**src/rtl/rdma_wr_route_tagger.sv**
```systemverilog
// Queues (vfid, route_id, beats) per write request and stamps each data beat with registered tid/tdest.
// Optional length checking and DRAIN recovery are enabled by defining RDMA_WR_TAG_LEN_CHECK_EN.
module rdma_wr_route_tagger #(
   parameter int TAG_DEPTH    = 16,
   parameter int VFID_BITS    = 4,
   parameter int ROUTE_BITS   = 14,
   parameter int LEN_BITS     = 28,
   parameter int AXI_NET_BITS = 512
) (
   input  logic                          i_aclk,
   input  logic                          i_aresetn,
   input  logic                          i_s_rq_wr_valid,
   output logic                          o_s_rq_wr_ready,
   input  logic [VFID_BITS-1:0]          i_s_rq_wr_vfid,
   input  logic [ROUTE_BITS-1:0]         i_s_rq_wr_route_id,
   input  logic [LEN_BITS-1:0]           i_s_rq_wr_len,
   output logic                          o_m_rq_wr_valid,
   input  logic                          i_m_rq_wr_ready,
   output logic [VFID_BITS-1:0]          o_m_rq_wr_vfid,
   output logic [ROUTE_BITS-1:0]         o_m_rq_wr_route_id,
   output logic [LEN_BITS-1:0]           o_m_rq_wr_len,
   input  logic                          i_s_axis_wr_tvalid,
   output logic                          o_s_axis_wr_tready,
   input  logic [AXI_NET_BITS-1:0]       i_s_axis_wr_tdata,
   input  logic [AXI_NET_BITS/8-1:0]     i_s_axis_wr_tkeep,
   input  logic                          i_s_axis_wr_tlast,
   output logic                          o_m_axis_wr_tvalid,
   input  logic                          i_m_axis_wr_tready,
   output logic [AXI_NET_BITS-1:0]       o_m_axis_wr_tdata,
   output logic [AXI_NET_BITS/8-1:0]     o_m_axis_wr_tkeep,
   output logic                          o_m_axis_wr_tlast,
   output logic [VFID_BITS-1:0]          o_m_axis_wr_tid,
   output logic [ROUTE_BITS-1:0]         o_m_axis_wr_tdest,
   output logic                          o_err_len,
   output logic [15:0]                   o_err_cnt,
   output logic [$clog2(TAG_DEPTH):0]    o_tag_occ
);

   localparam int PTR_BITS = $clog2(TAG_DEPTH);
   localparam int OCC_BITS = PTR_BITS + 1;
`ifdef RDMA_WR_TAG_LEN_CHECK_EN
   localparam int CNT_BITS = LEN_BITS - 6;
`endif

   typedef enum logic [1:0] {
      IDLE,
      STREAM,
      DRAIN
   } state_t;

   state_t                 r_state;
   state_t                 w_stateNext;
   logic [PTR_BITS-1:0]    r_wrPtr;
   logic [PTR_BITS-1:0]    r_rdPtr;
   logic [OCC_BITS-1:0]    r_occ;
   logic [VFID_BITS-1:0]   r_fifoVfid  [TAG_DEPTH];
   logic [ROUTE_BITS-1:0]  r_fifoRoute [TAG_DEPTH];
   logic [VFID_BITS-1:0]   r_tagVfid;
   logic [ROUTE_BITS-1:0]  r_tagRoute;
   logic                   w_full;
   logic                   w_empty;
   logic                   w_push;
   logic                   w_pop;
   logic                   w_beatHs;
   logic                   w_burstEnd;
   logic                   w_toDrain;
   logic                   w_sTready;
   logic                   w_mTvalid;
   logic                   w_mTlast;
`ifdef RDMA_WR_TAG_LEN_CHECK_EN
   logic [CNT_BITS-1:0]    r_fifoBeats [TAG_DEPTH];
   logic [CNT_BITS-1:0]    r_cnt;
   logic [CNT_BITS-1:0]    w_beats;
   logic [15:0]            r_errCnt;
   logic                   w_errLen;
`endif

   assign w_full  = (r_occ == OCC_BITS'(TAG_DEPTH));
   assign w_empty = (r_occ == '0);

   assign o_m_rq_wr_valid    = i_aresetn & i_s_rq_wr_valid & ~w_full;
   assign o_s_rq_wr_ready    = i_aresetn & i_m_rq_wr_ready & ~w_full;
   assign o_m_rq_wr_vfid     = i_s_rq_wr_vfid;
   assign o_m_rq_wr_route_id = i_s_rq_wr_route_id;
   assign o_m_rq_wr_len      = i_s_rq_wr_len;
   assign w_push = i_s_rq_wr_valid & o_s_rq_wr_ready & (i_s_rq_wr_len != '0);

`ifdef RDMA_WR_TAG_LEN_CHECK_EN
   // A max-length request rounds to 2^CNT_BITS beats, which stores as 0; the down-counter wraps and still ends on the right beat.
   assign w_beats = CNT_BITS'(({1'b0, i_s_rq_wr_len} + (LEN_BITS + 1)'(63)) >> 6);
`endif

   always_ff @(posedge i_aclk) begin
      if (w_push) begin
         r_fifoVfid[r_wrPtr]  <= i_s_rq_wr_vfid;
         r_fifoRoute[r_wrPtr] <= i_s_rq_wr_route_id;
`ifdef RDMA_WR_TAG_LEN_CHECK_EN
         r_fifoBeats[r_wrPtr] <= w_beats;
`endif
      end
   end

   always_ff @(posedge i_aclk) begin
      if (!i_aresetn) begin
         r_wrPtr <= '0;
         r_rdPtr <= '0;
         r_occ   <= '0;
      end else begin
         if (w_push) r_wrPtr <= r_wrPtr + PTR_BITS'(1);
         if (w_pop)  r_rdPtr <= r_rdPtr + PTR_BITS'(1);
         case ({w_push, w_pop})
            2'b10:   r_occ <= r_occ + OCC_BITS'(1);
            2'b01:   r_occ <= r_occ - OCC_BITS'(1);
            default: r_occ <= r_occ;
         endcase
      end
   end

   always_ff @(posedge i_aclk) begin
      if (!i_aresetn) begin
         r_state    <= IDLE;
         r_tagVfid  <= '0;
         r_tagRoute <= '0;
`ifdef RDMA_WR_TAG_LEN_CHECK_EN
         r_cnt      <= '0;
`endif
      end else begin
         r_state <= w_stateNext;
         if (w_pop) begin
            r_tagVfid  <= r_fifoVfid[r_rdPtr];
            r_tagRoute <= r_fifoRoute[r_rdPtr];
`ifdef RDMA_WR_TAG_LEN_CHECK_EN
            r_cnt      <= r_fifoBeats[r_rdPtr];
         end else if (w_beatHs) begin
            r_cnt      <= r_cnt - CNT_BITS'(1);
`endif
         end
      end
   end

   // Reset gates every handshake so nothing leaks downstream while state is being cleared.
   always_comb begin
      w_stateNext = r_state;
      w_pop       = 1'b0;
      w_sTready   = 1'b0;
      w_mTvalid   = 1'b0;
      w_mTlast    = 1'b0;
      w_beatHs    = 1'b0;
      w_burstEnd  = 1'b0;
      w_toDrain   = 1'b0;
`ifdef RDMA_WR_TAG_LEN_CHECK_EN
      w_errLen    = 1'b0;
`endif
      if (i_aresetn) begin
         case (r_state)
            IDLE: begin
               if (!w_empty) begin
                  w_pop       = 1'b1;
                  w_stateNext = STREAM;
               end
            end
            STREAM: begin
               w_mTvalid = i_s_axis_wr_tvalid;
               w_sTready = i_m_axis_wr_tready;
               w_beatHs  = i_s_axis_wr_tvalid & i_m_axis_wr_tready;
`ifdef RDMA_WR_TAG_LEN_CHECK_EN
               w_mTlast  = (r_cnt == CNT_BITS'(1)) | i_s_axis_wr_tlast;
               if (w_beatHs) begin
                  if (r_cnt == CNT_BITS'(1)) begin
                     w_burstEnd = 1'b1;
                     if (!i_s_axis_wr_tlast) begin
                        w_errLen  = 1'b1;
                        w_toDrain = 1'b1;
                     end
                  end else if (i_s_axis_wr_tlast) begin
                     w_errLen   = 1'b1;
                     w_burstEnd = 1'b1;
                  end
               end
`else
               w_mTlast   = i_s_axis_wr_tlast;
               w_burstEnd = w_beatHs & i_s_axis_wr_tlast;
`endif
            end
            DRAIN: begin
               w_sTready  = 1'b1;
               w_burstEnd = i_s_axis_wr_tvalid & i_s_axis_wr_tlast;
            end
            default: w_stateNext = IDLE;
         endcase
         if (w_toDrain) begin
            w_stateNext = DRAIN;
         end else if (w_burstEnd) begin
            if (!w_empty) begin
               w_pop       = 1'b1;
               w_stateNext = STREAM;
            end else begin
               w_stateNext = IDLE;
            end
         end
      end
   end

   assign o_s_axis_wr_tready = w_sTready;
   assign o_m_axis_wr_tvalid = w_mTvalid;
   assign o_m_axis_wr_tlast  = w_mTlast;
   assign o_m_axis_wr_tdata  = i_s_axis_wr_tdata;
   assign o_m_axis_wr_tkeep  = i_s_axis_wr_tkeep;
   assign o_m_axis_wr_tid    = r_tagVfid;
   assign o_m_axis_wr_tdest  = r_tagRoute;
   assign o_tag_occ          = r_occ;

`ifdef RDMA_WR_TAG_LEN_CHECK_EN
   always_ff @(posedge i_aclk) begin
      if (!i_aresetn) begin
         r_errCnt <= '0;
      end else if (w_errLen && (r_errCnt != 16'hFFFF)) begin
         r_errCnt <= r_errCnt + 16'd1;
      end
   end

   assign o_err_len = w_errLen;
   assign o_err_cnt = r_errCnt;
`else
   assign o_err_len = 1'b0;
   assign o_err_cnt = '0;
`endif

endmodule

```
**config.mk**
```make
export PLATFORM = sky130hd
export DESIGN_NAME = rdma_wr_route_tagger
export DESIGN_NICKNAME = d
export VERILOG_FILES = /design/src/rtl/rdma_wr_route_tagger.sv
export SDC_FILE = /design/constraint.sdc
export NUM_CORES = 1
export LEC_CHECK = 0
export CAP_MARGIN = 20
export CORE_AREA = 2 2 510 512
export CTS_BUF_LIST = sky130_fd_sc_hd__clkbuf_4
export CTS_CLUSTER_DIAMETER = 40
export DETAILED_ROUTE_END_ITERATION = 6
export DIE_AREA = 0 0 512 514
export PLACE_DENSITY = 0.34
export SYNTH_ARGS = -nofsm -noshare
export SYNTH_HDL_FRONTEND = slang
export SYNTH_SLANG_ARGS = --single-unit
```
**constraint.sdc**
```tcl
create_clock -name i_aclk -period 3.1 [get_ports i_aclk]
set_input_delay 0.465 -clock i_aclk [delete_from_list [all_inputs] [get_ports i_aclk]]
set_output_delay 0.465 -clock i_aclk [all_outputs]
set_load 0.05 [all_outputs]
```
---- After elaboration in Yosys (flattened, before gate mapping) ----
Memories as Yosys holds them, arrays and structs flattened. A register that Yosys moved wholly into a read port is not among the register bits.
Index checks and enable logic that the tools add are counted.
word-level totals
  register bits after elaboration ......... 15
  RAM bits ................................ 288
  input bits .............................. 629
  output and inout port bits .............. 667
  word-level logic and storage cells ...... 55
  memories ................................ 2
operators by class
  add/subtract/negate cells ............... 4
  eq/ne operators ......................... 7
  multiplexer cells ....................... 20
  bitwise operators ....................... 10
  reduce and logical (&&, ||, !) cells .... 8
memories
  memory       depth  width  rd ports  clocked after Yosys merged registers in  wr ports  RTL line  RTL
  r_fifoRoute  16     14     1         1                                        1         57        logic [ROUTE_BITS-1:0] r_fifoRoute [TAG_DEPTH];
  r_fifoVfid   16     4      1         1                                        1         56        logic [VFID_BITS-1:0] r_fifoVfid [TAG_DEPTH];
operators by type and width
  cell                                                 count
  nonzero test 28 bit                                  1
  2-to-1 mux 1 bit                                     14
  case mux 5 bit (2 select lines)                      1
  AND 1 bit                                            9
  adder 4 x 1 -> 4 bit, second input constant          2
  adder 5 x 1 -> 5 bit, second input constant          1
  equality test 5 bit, second input constant           1
  zero test 5 bit                                      1
  subtractor 5 x 1 -> 5 bit, second input constant     1
  equality test 2 x 1 -> 1 bit, second input constant  2
  equality test 2 bit, second input constant           2
  2-to-1 mux 2 bit                                     2
  case mux 1 bit (2 select lines)                      2
  case mux 2 bit (2 select lines)                      1
  != test 3 bit, second input constant                 1
  zero test 1 bit                                      2
  zero test 2 bit                                      1
  != test 2 x 1 -> 1 bit, second input constant        1
  AND reduction 2 bit                                  1
  nonzero test 2 bit                                   1
  OR reduction 2 bit                                   1
  NOT 1 bit                                            1

---- Depth between registers and ports, before layout ----
Gate-level depths: netlist of the first run.
  depth in word-level cells ............... 8
  gate-level depth with buffers ........... 13
  mapped depth without buffers ............ 12

---- Worst setup path after synthesis of the first run ----
No wires, ideal clock.
  path kind ............................... flip-flop to flip-flop
  start ................................... register r_occ[2], in the netlist o_tag_occ[2]
  end ..................................... memory r_fifoRoute[3][0] (enable)
  library setup time ...................... 0.416 ns
  arrival time ............................ 2.735 ns
  data required time ...................... 2.684 ns
  setup slack ............................. -0.051 ns
  stages on the path, launching flop included .. 7
  buffers on the path ..................... 1
  period minus slack after synthesis ...... 3.151 ns
  path through ............................ dfxtp_1 -> nor4_1 -> a21oi_1 -> o2111a_1 -> buf_2 -> nand2_1 -> nor3_1
on the way
  word-level cells in the longest chain between the ends .. 7
ends and longest elaborated chain
  item                                    RTL line  RTL
  start, declared                         55        logic [OCC_BITS-1:0] r_occ;
  start signal, assigned                  112       2'b10: r_occ <= r_occ + OCC_BITS'(1);
  start signal, assigned                  113       2'b01: r_occ <= r_occ - OCC_BITS'(1);
  start signal, assigned                  114       default: r_occ <= r_occ;
  equality test 5 bit                     78        assign w_full = (r_occ == OCC_BITS'(TAG_DEPTH));
  NOT 1 bit                               82        assign o_s_rq_wr_ready = i_aresetn & i_m_rq_wr_ready & ~w_full;
  AND 1 bit                               82
  AND 1 bit (2 in series)                 86        assign w_push = i_s_rq_wr_valid & o_s_rq_wr_ready & (i_s_rq_wr_len != '0);
  2-to-1 mux 1 bit                        94        if (w_push) begin
  2-to-1 mux 1 bit (implied by the code)  96        r_fifoRoute[r_wrPtr] <= i_s_rq_wr_route_id;
  end, declared                           57
Every way passes these cells.

---- Final worst setup path of the first run ----
  start ................................... register r_occ[3], in the netlist o_tag_occ[3]
  end ..................................... register r_occ[4], in the netlist o_tag_occ[4]
on the way
  word-level cells in the longest chain between the ends .. 8
  elaborated cells between the ends (all ways) .. 17
  those cells by class .................... add/sub (2); eq/ne (3); mux (6); bitwise (4); reduce/logical (2)
ends and longest elaborated chain
  item                                                                   RTL line  RTL
  zero test 5 bit (*)                                                    79        assign w_empty = (r_occ == '0);
  2-to-1 mux 1 bit                                                       157       if (!w_empty) begin
  2-to-1 mux 1 bit                                                       155       case (r_state)
  2-to-1 mux 1 bit                                                       194       if (!w_empty) begin
  2-to-1 mux 1 bit (*)                                                   193       end else if (w_burstEnd) begin
  2-to-1 mux 1 bit (*)                                                   154       if (i_aresetn) begin
  via w_pop                                                              63        logic w_pop;
  equality test 2 x 1 -> 1 bit or equality test 2 bit (tied branches)    111       case ({w_push, w_pop})
  case mux 5 bit (2 select lines) or nonzero test 2 bit (tied branches)  -
Mark *: on every way through the listed nets, which the timed path passes. The rest lies on a longest branch.
A chain may end at the register's enable or synchronous reset.

==> results of run 1 <==
-- final cells by class --
type | count | area, um^2
fillers | 29819 | 238000
flip-flops and latches | 320 | 9300
well taps | 3402 | 4260
multi-input cells | 354 | 3340
repair buffers | 231 | 2160
clock buffers | 129 | 968
clock inverters | 21 | 106
inverters | 9 | 33.8
diodes | 3 | 7.51
-- routing by layer --
metal,part of all wire (%),vias to the layer above,routed length [um]
met3,44,101,108000
met2,41,1897,99900
met1,13,4264,31400
met4,0.73,18,1760
li1,-,3503,-
met5,0.66,-,1600
-- layout by cell type, fill, tap and decap left out, types with 5 or more instances in the layout --
master and count:
nand2_1 26, buf_4 130, nand3_1 5, inv_1 9, buf_12 17, o21ai_1 9
o21ai_0 10, a21oi_1 41, and3_1 19, mux2i_1 75, mux4_2 35, clkdlybuf4s50_1 84
edfxtp_1 288, a221oi_2 31, nor2_1 12, clkbuf_4 129, dfxtp_1 28, o31ai_1 5
o2bb2ai_1 15, nor2b_1 5, ha_1 9, conb_1 17, nor4_1 8, clkinv_1 10
-- synth_stat cells (all sizes together) (2+ instances only) --
| cell type | instances | area, um^2 |
|---|---|---|
| edfxtp | 288 | 8650 |
| a21oi | 41 | 205 |
| xnor2 | 4 | 35.0 |
| nand4 | 3 | 18.8 |
| nor3 | 2 | 10.0 |
| nand3 | 5 | 25.0 |
| nand2b | 3 | 18.8 |
| mux4 | 36 | 815 |
| a221oi | 33 | 483 |
| nor2b | 6 | 37.5 |
| and2 | 3 | 18.8 |
| nand2 | 26 | 97.6 |
| or4 | 2 | 18.8 |
| ha | 9 | 113 |
| dfxtp | 32 | 641 |
| clkbuf | 13 | 48.8 |
| o2bb2ai | 15 | 131 |
| nor4 | 8 | 50.1 |
| o31ai | 5 | 37.5 |
| inv | 9 | 33.8 |
| a32o | 3 | 30.0 |
| buf | 665 | 5010 |
| nor2 | 13 | 51.3 |
| and3 | 19 | 119 |
| xor2 | 2 | 17.5 |
| o21ai | 20 | 111 |
| mux2i | 75 | 751 |
-- cell families (layout without fill, tap and decap cells) --
logic type,Yosys count,after routing,share of synthesized area [%]
muxes,111,111,8.87
adders and majority gates,10,10,0.752
AOI/OAI and AO/OA,120,120,5.85
buffers and inverters,687,390,28.9
DFF,320,320,52.7
xor gates and xnor gates,6,6,0.298
other,1,20,0.0213
and+or+nand+nor,90,90,2.64
-- flip-flops by register name (all words and copies together) (netlist names) --
register and flops:
r_rdPtr 4, o_m_axis_wr_tdest 14, r_state 1, r_fifoVfid 64, r_wrPtr 4, r_fifoRoute 224
o_tag_occ 5, o_m_axis_wr_tid 4
-- critical path, stage by stage (launching register included) --
cell,delay [ps]
dfxtp_2,360
or4_4,570
o21ai_4,150
nor2_1,60
ha_1,220
buf_4,150
ha_1,280
nor2b_1,150
o21ai_0,220
a21oi_1,120
or4_1,470
a21oi_1,160
-- how the worst max path moves through the flow --
stage                           from           end  slack [ps]
floorplan               o_tag_occ[0]  o_tag_occ[4]           1
CTS                     o_tag_occ[3]  o_tag_occ[4]         130
global route            o_tag_occ[3]  o_tag_occ[4]           5
global placement    i_s_rq_wr_len[6]  o_tag_occ[4]        -550
finish                  o_tag_occ[3]  o_tag_occ[4]         130
detailed placement  i_s_rq_wr_len[6]  o_tag_occ[4]        -520
-- power groups by stage --
stage	Clock (mW)	Combinational, mW	Sequential (mW)
6_report	3.77	3.75	5.14
5_1_grt	4.14	4.01	5.15
3_5_place_dp	0	3.84	5.22
2_1_floorplan	0	4.15	5.46
4_1_cts	3.95	3.86	5.13
3_3_place_gp	0	3.85	5.23
-- through the flow --
step / setup slack [ps] / hold slack (ps) / total power, mW / TNS [ps]
CTS: 130 / 355 / 12.9 / 0
global placement: -550 / 539 / 9.08 / -611
global route: 5.17 / 400 / 13.3 / 0
finish: 133 / 459 / 12.7 / 0
detailed placement: -522 / 540 / 9.06 / -554
floorplan: 0.958 / 486 / 9.61 / 0
==> results.md, run 1 <==
* Status: finished clean
* Post-Layout Cell Count at 4,469
* Number of enable flip-flop cells after synthesis at around 290
* Worst Reg-to-Reg Cells at 11
* Peak Freq at between 300 and 400 MHz
* Ports at around 1,300
* Clk Latency, worst-skew pair at 810 ps
* Max rail drop VDD at 0.558 mV
* Switch share at 34.9%
* Post-CTS Setup Inserts at 0
* Routed len/inst at 54.2 um
* Seq/Total Area, Yosys at 52.7%
* Critical path class: reg2reg
* Total track usage at 17.7%
* Final instance area at around 20,000 um^2
* Sw Pwr at 4.42 mW
* Met3 Resource Use GR at between 30% and 40%
* Worst path arrival time at between 3000 and 4000 ps
* GPL Wtd Cong at approximately 0.96
* Netlist cell types at 42
* Static leakage at ~5.6 nW
* Final slew viol count at 0
* Drt first pass iters at 5
* Slack of the worst reg-to-reg path at 130 ps
* Total global routing overflow at 0
* Worst-path fanout max at 5
* Iter 0 DRT Violations at 671
* Hold_buf cts at 0
* End of the worst hold path: r_fifoRoute[7][7]
* Vias in the first global route at 9,349
* Antenna viol nets, final at 0
* Initial Utilization at under 10%
* Antenna violations before repair at 19
* M1 GR Usage at 6.45%
* RSZ-0062 raised after global routing: false
* Die Ht at between 500 and 600 um
* Nature of the critical path startpoint: flop
* Part of the power in combinational logic at 29.6%
* Final Hold Fails at 0
* Reg clk slew, reported paths at 70 ps
* Area of the mapped netlist at 17,600 um^2
* DRT Wirelength at 242,000 um
* Routed vias/inst at 2.19
* CTS Sinks at 320
* Final Cycle Share at a little over nine tenths
* Seq pwr share at 40.6%
* Ys Warns at 0
* CTS tree: yes
* Worst flop-to-flop path endpoint: o_tag_occ[4]
* # port buffers at 126
* Worst Path Required at 3850 ps
* Post-route minimum period at 2970 ps
* Worst hold start: i_s_rq_wr_route_id[7]
* Number of max-cap violations at 0
* Worst-case clock buffer depth at 3
* Gr busiest metal: met3
* Ratio of cells with drive above 1 in the final layout at approximately a third
* Dpl cells at 4,316
* First-pass GRT wire length at 265,000 um
* Routed via count at 9,783
* Core Rows at 187
* Power density cells at 628 nW/um^2
* Mean Syn Cell Area at 13.1 um^2
* H-tree depth at 3
* Die Span X at 512 um
* CTS buffer count at 83
* Post-route DRC at 0
* Launch point of the worst reg-to-reg path: o_tag_occ[3]
* Worst hold path stage count at 2
* Pin slew with the least headroom to its limit at roughly 870 ps
* Async SR Flop Fraction at 0%
* Worst Skew at 66.6 ps
* Top FF cell, synth: edfxtp_1
* Pint at 8.24 mW
* Post_cts resized at 0
* Root Buffer: clkbuf_4
* Worst hold path type: in2reg
* Core Area at 258,000 um^2
* Syn Inst Count at 1,345
* Clk pwr share at 29.8%
* Global Route met2 Usage at 25.6%
* Final HPWL from detailed placement at 224,000 um
* Largest net degree at the start of global routing at 34
* Fin nets at 1,638
* Area growth syn-to-layout at 14.3%
* Fin util at 7.81%
* Crit. End Element: flop
* Max-slew headroom at a little over two fifths
* Area post-placement at 19,100 um^2
* Post-synthesis register bit count at 320
* Die ar. at around 260,000 um^2
* Final setup vio count at 0
Power figures use the tool's default switching activity.
==> inputs of run 2 (changes only) <==
--- a/config.mk
+++ b/config.mk
@@ -6,12 +6,14 @@
 export NUM_CORES = 1
 export LEC_CHECK = 0
 export CAP_MARGIN = 20
-export CORE_AREA = 2 2 510 512
+export CORE_AREA = 2 2 498 500
 export CTS_BUF_LIST = sky130_fd_sc_hd__clkbuf_4
 export CTS_CLUSTER_DIAMETER = 40
 export DETAILED_ROUTE_END_ITERATION = 6
-export DIE_AREA = 0 0 512 514
-export PLACE_DENSITY = 0.34
+export DIE_AREA = 0 0 500 502
+export DONT_BUFFER_PORTS = 1
+export PLACE_DENSITY = 0.3
+export RECOVER_POWER = 100
 export SYNTH_ARGS = -nofsm -noshare
 export SYNTH_HDL_FRONTEND = slang
 export SYNTH_SLANG_ARGS = --single-unit
==> results.md, run 2 (synthesis results as in run 1) <==
* Gr busiest metal: met3 (unchanged)
* Routed via count at 9,595 (was 9,783)
* Antenna viol nets, final at 0 (unchanged)
* Post-route DRC at 0 (unchanged)
* CTS Sinks at 320 (unchanged)
* Number of max-cap violations at 0 (unchanged)
* Setup tns final at 0 ps (unchanged)
* Largest net degree at the start of global routing at 44 (was 34)
* Routed len/inst at 58.4 um (was 54.2 um)
* Ratio of cells with drive above 1 in the final layout at 28.1% (was 34.1%)
* Final setup vio count at 0 (unchanged)
* Antenna violations before repair at 29 (was 19)
* Final HPWL from detailed placement at 223,000 um (was 224,000 um)
* Slack of the worst reg-to-reg path at 170 ps (was 130 ps)
* Peak Freq at 341 MHz (was 337 MHz)
* Initial Utilization at 7.19% (was 6.83%)
* Post-route minimum period at 2930 ps (was 2970 ps)
* Nature of the critical path startpoint: flop (unchanged)
* Final Hold Fails at 0 (unchanged)
* Drt first pass iters at 4 (was 5)
* Die Span X at 500 um (was 512 um)
* Critical path class: reg2reg (unchanged)
* Worst Reg-to-Reg Cells at 11 (unchanged)
* Launch point of the worst reg-to-reg path: o_tag_occ[3] (unchanged)
* Iter 0 DRT Violations at 818 (was 671)
* Status: finished clean (unchanged)
* First-pass GRT wire length at 262,000 um (was 265,000 um)
* Pin slew with the least headroom to its limit at 1350 ps (was 866 ps)
* DRT Wirelength at 242,000 um (about the same)
* Crit. End Element: flop (unchanged)
* Worst Skew at 49.1 ps (was 66.6 ps)
* H-tree depth at 3 (unchanged)
* Die Ht at 502 um (was 514 um)
* Worst path arrival time at 3610 ps (was 3720 ps)
* Highest-count cells in the layout ignoring fill and taps: edfxtp_1 (288), clkbuf_4 (120), mux2i_1 (75), a21oi_1 (41), mux4_2 (35) (was edfxtp_1 (288), buf_4 (130), clkbuf_4 (129), clkdlybuf4s50_1 (84), mux2i_1 (75))
* Ports at 1,296 (unchanged)
* Static leakage at 4.84 nW (was 5.65 nW)
* Root Buffer: clkbuf_4 (unchanged)
* M1 GR Usage at 6.67% (was 6.45%)
* Fin nets at 1,475 (was 1,638)
* Area growth syn-to-layout at 3.92% (was 14.3%)
* Commonest non-fill, non-tap cell in the layout: edfxtp_1 (unchanged)
* Core Area at 245,000 um^2 (was 258,000 um^2)
* Routed vias/inst at 2.32 (was 2.19)
* Final Cycle Share at 94.6% (was 95.7%)
* End of the worst hold path: r_rdPtr[0] (was r_fifoRoute[7][7])
* Final instance area at 18,300 um^2 (was 20,200 um^2)
* Worst hold path stage count at 3 (was 2)
* Worst Path Required at 3780 ps (was 3850 ps)
* Max rail drop VDD at 0.291 mV (was 0.558 mV)
* Total global routing overflow at 0 (unchanged)
* CTS buffer count at 83 (unchanged)
* # port buffers at 0 (was 126)
* Reg clk slew, reported paths at 70 ps (about the same)
* GPL Wtd Cong at 0.944 (was 0.956)
* Power density cells at 644 nW/um^2 (was 628 nW/um^2)
* Worst-path fanout max at 4 (was 5)
* Vias in the first global route at 9,036 (was 9,349)
* Max-slew headroom at 9.85% (was 42.1%)
* Total track usage at 18.5% (was 17.7%)
* Worst hold start: i_aresetn (was i_s_rq_wr_route_id[7])
* Clk Latency, worst-skew pair at 760 ps (was 810 ps)
* Largest reg by FF count: r_fifoRoute (unchanged)
* Worst hold path type: in2reg (unchanged)
* Final slew viol count at 0 (unchanged)
* RSZ-0062 raised after global routing: false (unchanged)
* Core Rows at 182 (was 187)
* Area post-placement at 17,100 um^2 (was 19,100 um^2)
* Worst-case clock buffer depth at 3 (unchanged)
* Die ar. at 251,000 um^2 (was 263,000 um^2)
* Largest register FFs at 224 (unchanged)
* Met3 Resource Use GR at 40.2% (was 37.2%)
* CTS tree: yes (unchanged)
* Worst flop-to-flop path endpoint: o_tag_occ[4] (unchanged)
* Global Route met2 Usage at 25.9% (was 25.6%)
[run 2: what timing repair did]
item,CTS,global route
gates resized for setup,0,3
hold buffers,19,0
setup buffers,0,1
endpoints found under the setup margin,0,1
hold endpoints to repair,308,0
[run 2: layout make-up]
type,instances,area [um^2]
Fill cell,28209,227000
Sequential cell,320,9300
Tap cell,3220,4030
Multi-Input combinational cell,354,3330
Clock buffer,119,893
Timing Repair Buffer,68,531
Clock inverter,35,181
Antenna cell,14,35.0
Inverter,9,33.8
[run 2: per-stage QoR]
step / setup slack (ps) / hold slack (ps) / total power, mW / util [%] / cells
global route: 2.09 / 40.9 / 12.4 / 7.46 / 4130
CTS: 112 / 5.04 / 12.0 / 7.49 / 4124
finish: 167 / 77.4 / 11.8 / 7.47 / 4139
global placement: 23.6 / 540 / 8.21 / 6.97 / 3951
detailed placement: 88.0 / 540 / 8.22 / 6.97 / 3951
floorplan: 0.958 / 486 / 9.61 / - / 1361
[run 2: worst max-delay path: stages (launching register included)]
cell      delay (ps)
dfxtp_2          340
or4_4            560
o21ai_4          150
nor2_1            60
ha_1             190
clkbuf_4         140
ha_1             320
nor2b_1          160
o21ai_0          200
a21oi_1          120
or4_1            470
a21oi_1          160
[run 2: layer usage]
layer / vias up / wire (um)
met5: - / 1650
met4: 28 / 1420
met3: 149 / 112000
met2: 2099 / 96600
met1: 4125 / 30700
li1: 3194 / -
[run 2: how the worst max path moves through the flow]
stage	start	to	slack, ps	cells past startpoint
after floorplan	o_tag_occ[0]	o_tag_occ[4]	1	11
after global placement	i_s_rq_wr_len[1]	o_tag_occ[4]	20	12
after detailed placement	i_s_rq_wr_len[1]	o_tag_occ[4]	90	12
after CTS	o_tag_occ[2]	o_tag_occ[4]	110	13
after global routing	o_tag_occ[2]	o_tag_occ[4]	2	11
final	o_tag_occ[3]	o_tag_occ[4]	170	11
[run 2: where the power goes]
part,switching (mW),internal [mW],total (mW),leakage (nW)
Sequential,0.669,4.86,5.53,2.85
Clock,1.79,1.87,3.66,0.645
Combinational,1.55,1.07,2.62,1.34
==> inputs of run 3 (changes only) <==
==> constraint.sdc (replaced) <==
create_clock -name i_aclk -period 3.52 [get_ports i_aclk]
set_input_delay 0.528 -clock i_aclk [delete_from_list [all_inputs] [get_ports i_aclk]]
set_output_delay 0.528 -clock i_aclk [all_outputs]
set_load 0.05 [all_outputs]
==> results.md, run 3 (synthesis results as in run 1) <==
* Area growth syn-to-layout at 3.59% (was 3.92%)
* Post-route minimum period at 2970 ps (was 2930 ps)
* Worst path arrival time at 3720 ps (was 3610 ps)
* Largest reg by FF count: r_fifoRoute (unchanged)
* Post-Layout Cell Count at 4,127 (was 4,139)
* Worst Path Required at 4270 ps (was 3780 ps)
* Commonest non-fill, non-tap cell in the layout: edfxtp_1 (unchanged)
* Iter 0 DRT Violations at 595 (was 818)
* Final setup vio count at 0 (unchanged)
* Final hold slack at 67.1 ps (was 77.4 ps)
* CTS tree: yes (unchanged)
* Clk Latency, worst-skew pair at 810 ps (was 760 ps)
* Filler instances at 28,213 (was 28,209)
* Top routing layer in use: met5 (unchanged)
* Final Hold Fails at 0 (unchanged)
* Worst-case clock buffer depth at 3 (unchanged)
* Worst-path fanout max at 4 (unchanged)
* DRT met1 WL at 34,800 um (was 30,700 um)
* Nature of the critical path startpoint: flop (unchanged)
* Drt first pass iters at 4 (unchanged)
* Number of max-cap violations at 0 (unchanged)
* Crit. End Element: flop (unchanged)
* Antenna viol nets, final at 0 (unchanged)
* Clk pwr share at 31.9% (was 31.0%)
* DRT Wirelength at 242,000 um (about the same)
* Total global routing overflow at 0 (unchanged)
* Worst hold path type: in2reg (unchanged)
* Switch share at 33.5% (was 33.9%)
* Max rail drop VDD at 0.396 mV (was 0.291 mV)
* Ratio of cells with drive above 1 in the final layout at 26.5% (was 28.1%)
* CTS buffer count at 82 (was 83)
* Worst Reg-to-Reg Cells at 10 (was 11)
* Die Span X at 500 um (unchanged)
* Worst flop-to-flop path endpoint: o_tag_occ[4] (unchanged)
* Ports at 1,296 (unchanged)
* WL met2 at 95,800 um (was 96,600 um)
* Dpl cells at 3,948 (was 3,951)
* Largest register FFs at 224 (unchanged)
* Worst Setup SP: o_tag_occ[2] (was o_tag_occ[3])
* Die Ht at 502 um (unchanged)
* Final slew viol count at 0 (unchanged)
* Worst Skew at 79.8 ps (was 49.1 ps)
* Vias in the first global route at 8,959 (was 9,036)
* Power density cells at 570 nW/um^2 (was 644 nW/um^2)
* End of the worst hold path: r_wrPtr[3] (was r_rdPtr[0])
* Sw Pwr at 3.49 mW (was 4.01 mW)
* Antenna violations before repair at 30 (was 29)
* Slack of the worst reg-to-reg path at 550 ps (was 170 ps)
* Die ar. at 251,000 um^2 (unchanged)
* RSZ-0062 raised after global routing: false (unchanged)
* Status: finished clean (unchanged)
* # port buffers at 0 (unchanged)
* Launch point of the worst reg-to-reg path: o_tag_occ[2] (was o_tag_occ[3])
* First-pass GRT wire length at 262,000 um (about the same)
* Final Cycle Share at 84.5% (was 94.6%)
* Post_cts resized at 0 (unchanged)
* Worst hold path stage count at 3 (unchanged)
* Reg clk slew, reported paths at 70 ps (about the same)
* Total track usage at 18.5% (about the same)
* Fin nets at 1,470 (was 1,475)
* Peak Freq at 336 MHz (was 341 MHz)
* Routed len/inst at 58.6 um (was 58.4 um)
* Largest net degree at the start of global routing at 37 (was 44)
* Pint at 6.93 mW (was 7.80 mW)
* Static leakage at 4.80 nW (was 4.84 nW)
* Root Buffer: clkbuf_4 (unchanged)
* Initial Utilization at 7.19% (unchanged)
* Core Rows at 182 (unchanged)
* Worst hold start: i_aresetn (unchanged)
* Part of the power in combinational logic at 21.3% (was 22.2%)
* Seq pwr share at 46.8% (about the same)
* Core Area at 245,000 um^2 (unchanged)
* Pin slew with the least headroom to its limit at 1470 ps (was 1350 ps)
* Hold_buf cts at 19 (unchanged)
* Routed via count at 9,342 (was 9,595)
* Highest-count cells in the layout ignoring fill and taps: edfxtp_1 (288), clkbuf_4 (123), mux2i_1 (75), a21oi_1 (41), mux4_2 (35) (was edfxtp_1 (288), clkbuf_4 (120), mux2i_1 (75), a21oi_1 (41), mux4_2 (35))
* H-tree depth at 3 (unchanged)
* Max-slew headroom at 2.03% (was 9.85%)
* Met3 wire length at 108,000 um (was 112,000 um)
* CTS Sinks at 320 (unchanged)
* Routed vias/inst at 2.26 (was 2.32)
* Post-route DRC at 0 (unchanged)
* Setup tns final at 0 ps (unchanged)
* GPL Wtd Cong at 0.950 (was 0.944)
* Critical path class: reg2reg (unchanged)
* Post-CTS Setup Inserts at 0 (unchanged)
* Final HPWL from detailed placement at 222,000 um (was 223,000 um)
run 3: cell count changes in the layout (fill, tap and decap cells not counted), moves of 3 or more:
cell | previous run | this run
o21ai_0 | 10 | 20
clkinv_2 | 13 | 2
clkbuf_1 | 6 | 9
o21ai_1 | 9 | 0
diode_2 | 14 | 11
clkbuf_2 | 20 | 15
clkbuf_4 | 120 | 123
run 3: routing by layer:
layer,global-route usage [%],vias to the layer above
met1,7.42,4054
met5,3.30,-
met4,1.28,20
met2,25.7,1904
li1,-,3191
met3,39.4,173
run 3: worst max path at each step:
stage	endpoint
final	o_tag_occ[4]
after global routing	r_fifoRoute[1][3]
after CTS	o_tag_occ[4]
after detailed placement	o_tag_occ[4]
after global placement	o_tag_occ[4]
after floorplan	r_fifoRoute[3][0]
run 3: through the flow:
step / instance area (um^2) / setup slack, ps / utilization, % / power, mW
4_1_cts: 18300 / 678 / 7.48 / 10.7
6_report: 18300 / 545 / 7.45 / 10.4
3_5_place_dp: 17100 / 325 / 6.96 / 7.24
2_1_floorplan: 17700 / 369 / - / 8.46
3_3_place_gp: 17100 / 268 / 6.96 / 7.23
5_1_grt: 18200 / 288 / 7.44 / 11.0
run 3: power by group through the flow:
stage	combinational, mW	clock, mW	sequential [mW]
after floorplan	3.65	0	4.81
after global placement	2.26	0	4.97
after detailed placement	2.26	0	4.97
after CTS	2.35	3.46	4.89
after global routing	2.42	3.64	4.92
final	2.21	3.32	4.88
run 3: layout make-up:
class | instances | area (um^2) | share of cell area [%]
Antenna cell | 11 | 27.5 | 0.151
Tap cell | 3220 | 4030 | 22.1
Clock inverter | 26 | 156 | 0.856
Sequential cell | 320 | 9290 | 50.9
Timing Repair Buffer | 64 | 504 | 2.76
Inverter | 9 | 33.8 | 0.185
Multi-Input combinational cell | 354 | 3300 | 18.1
Clock buffer | 123 | 923 | 5.05
run 3: critical path, stage by stage (launching register included):
cell and delay [ps]:
dfxtp_1 310, or4_1 570, o21ai_0 270, nor2_1 80, ha_1 250, ha_1 330
nor2b_1 160, o21ai_0 210, a21oi_1 120, or4_1 470, a21oi_1 140
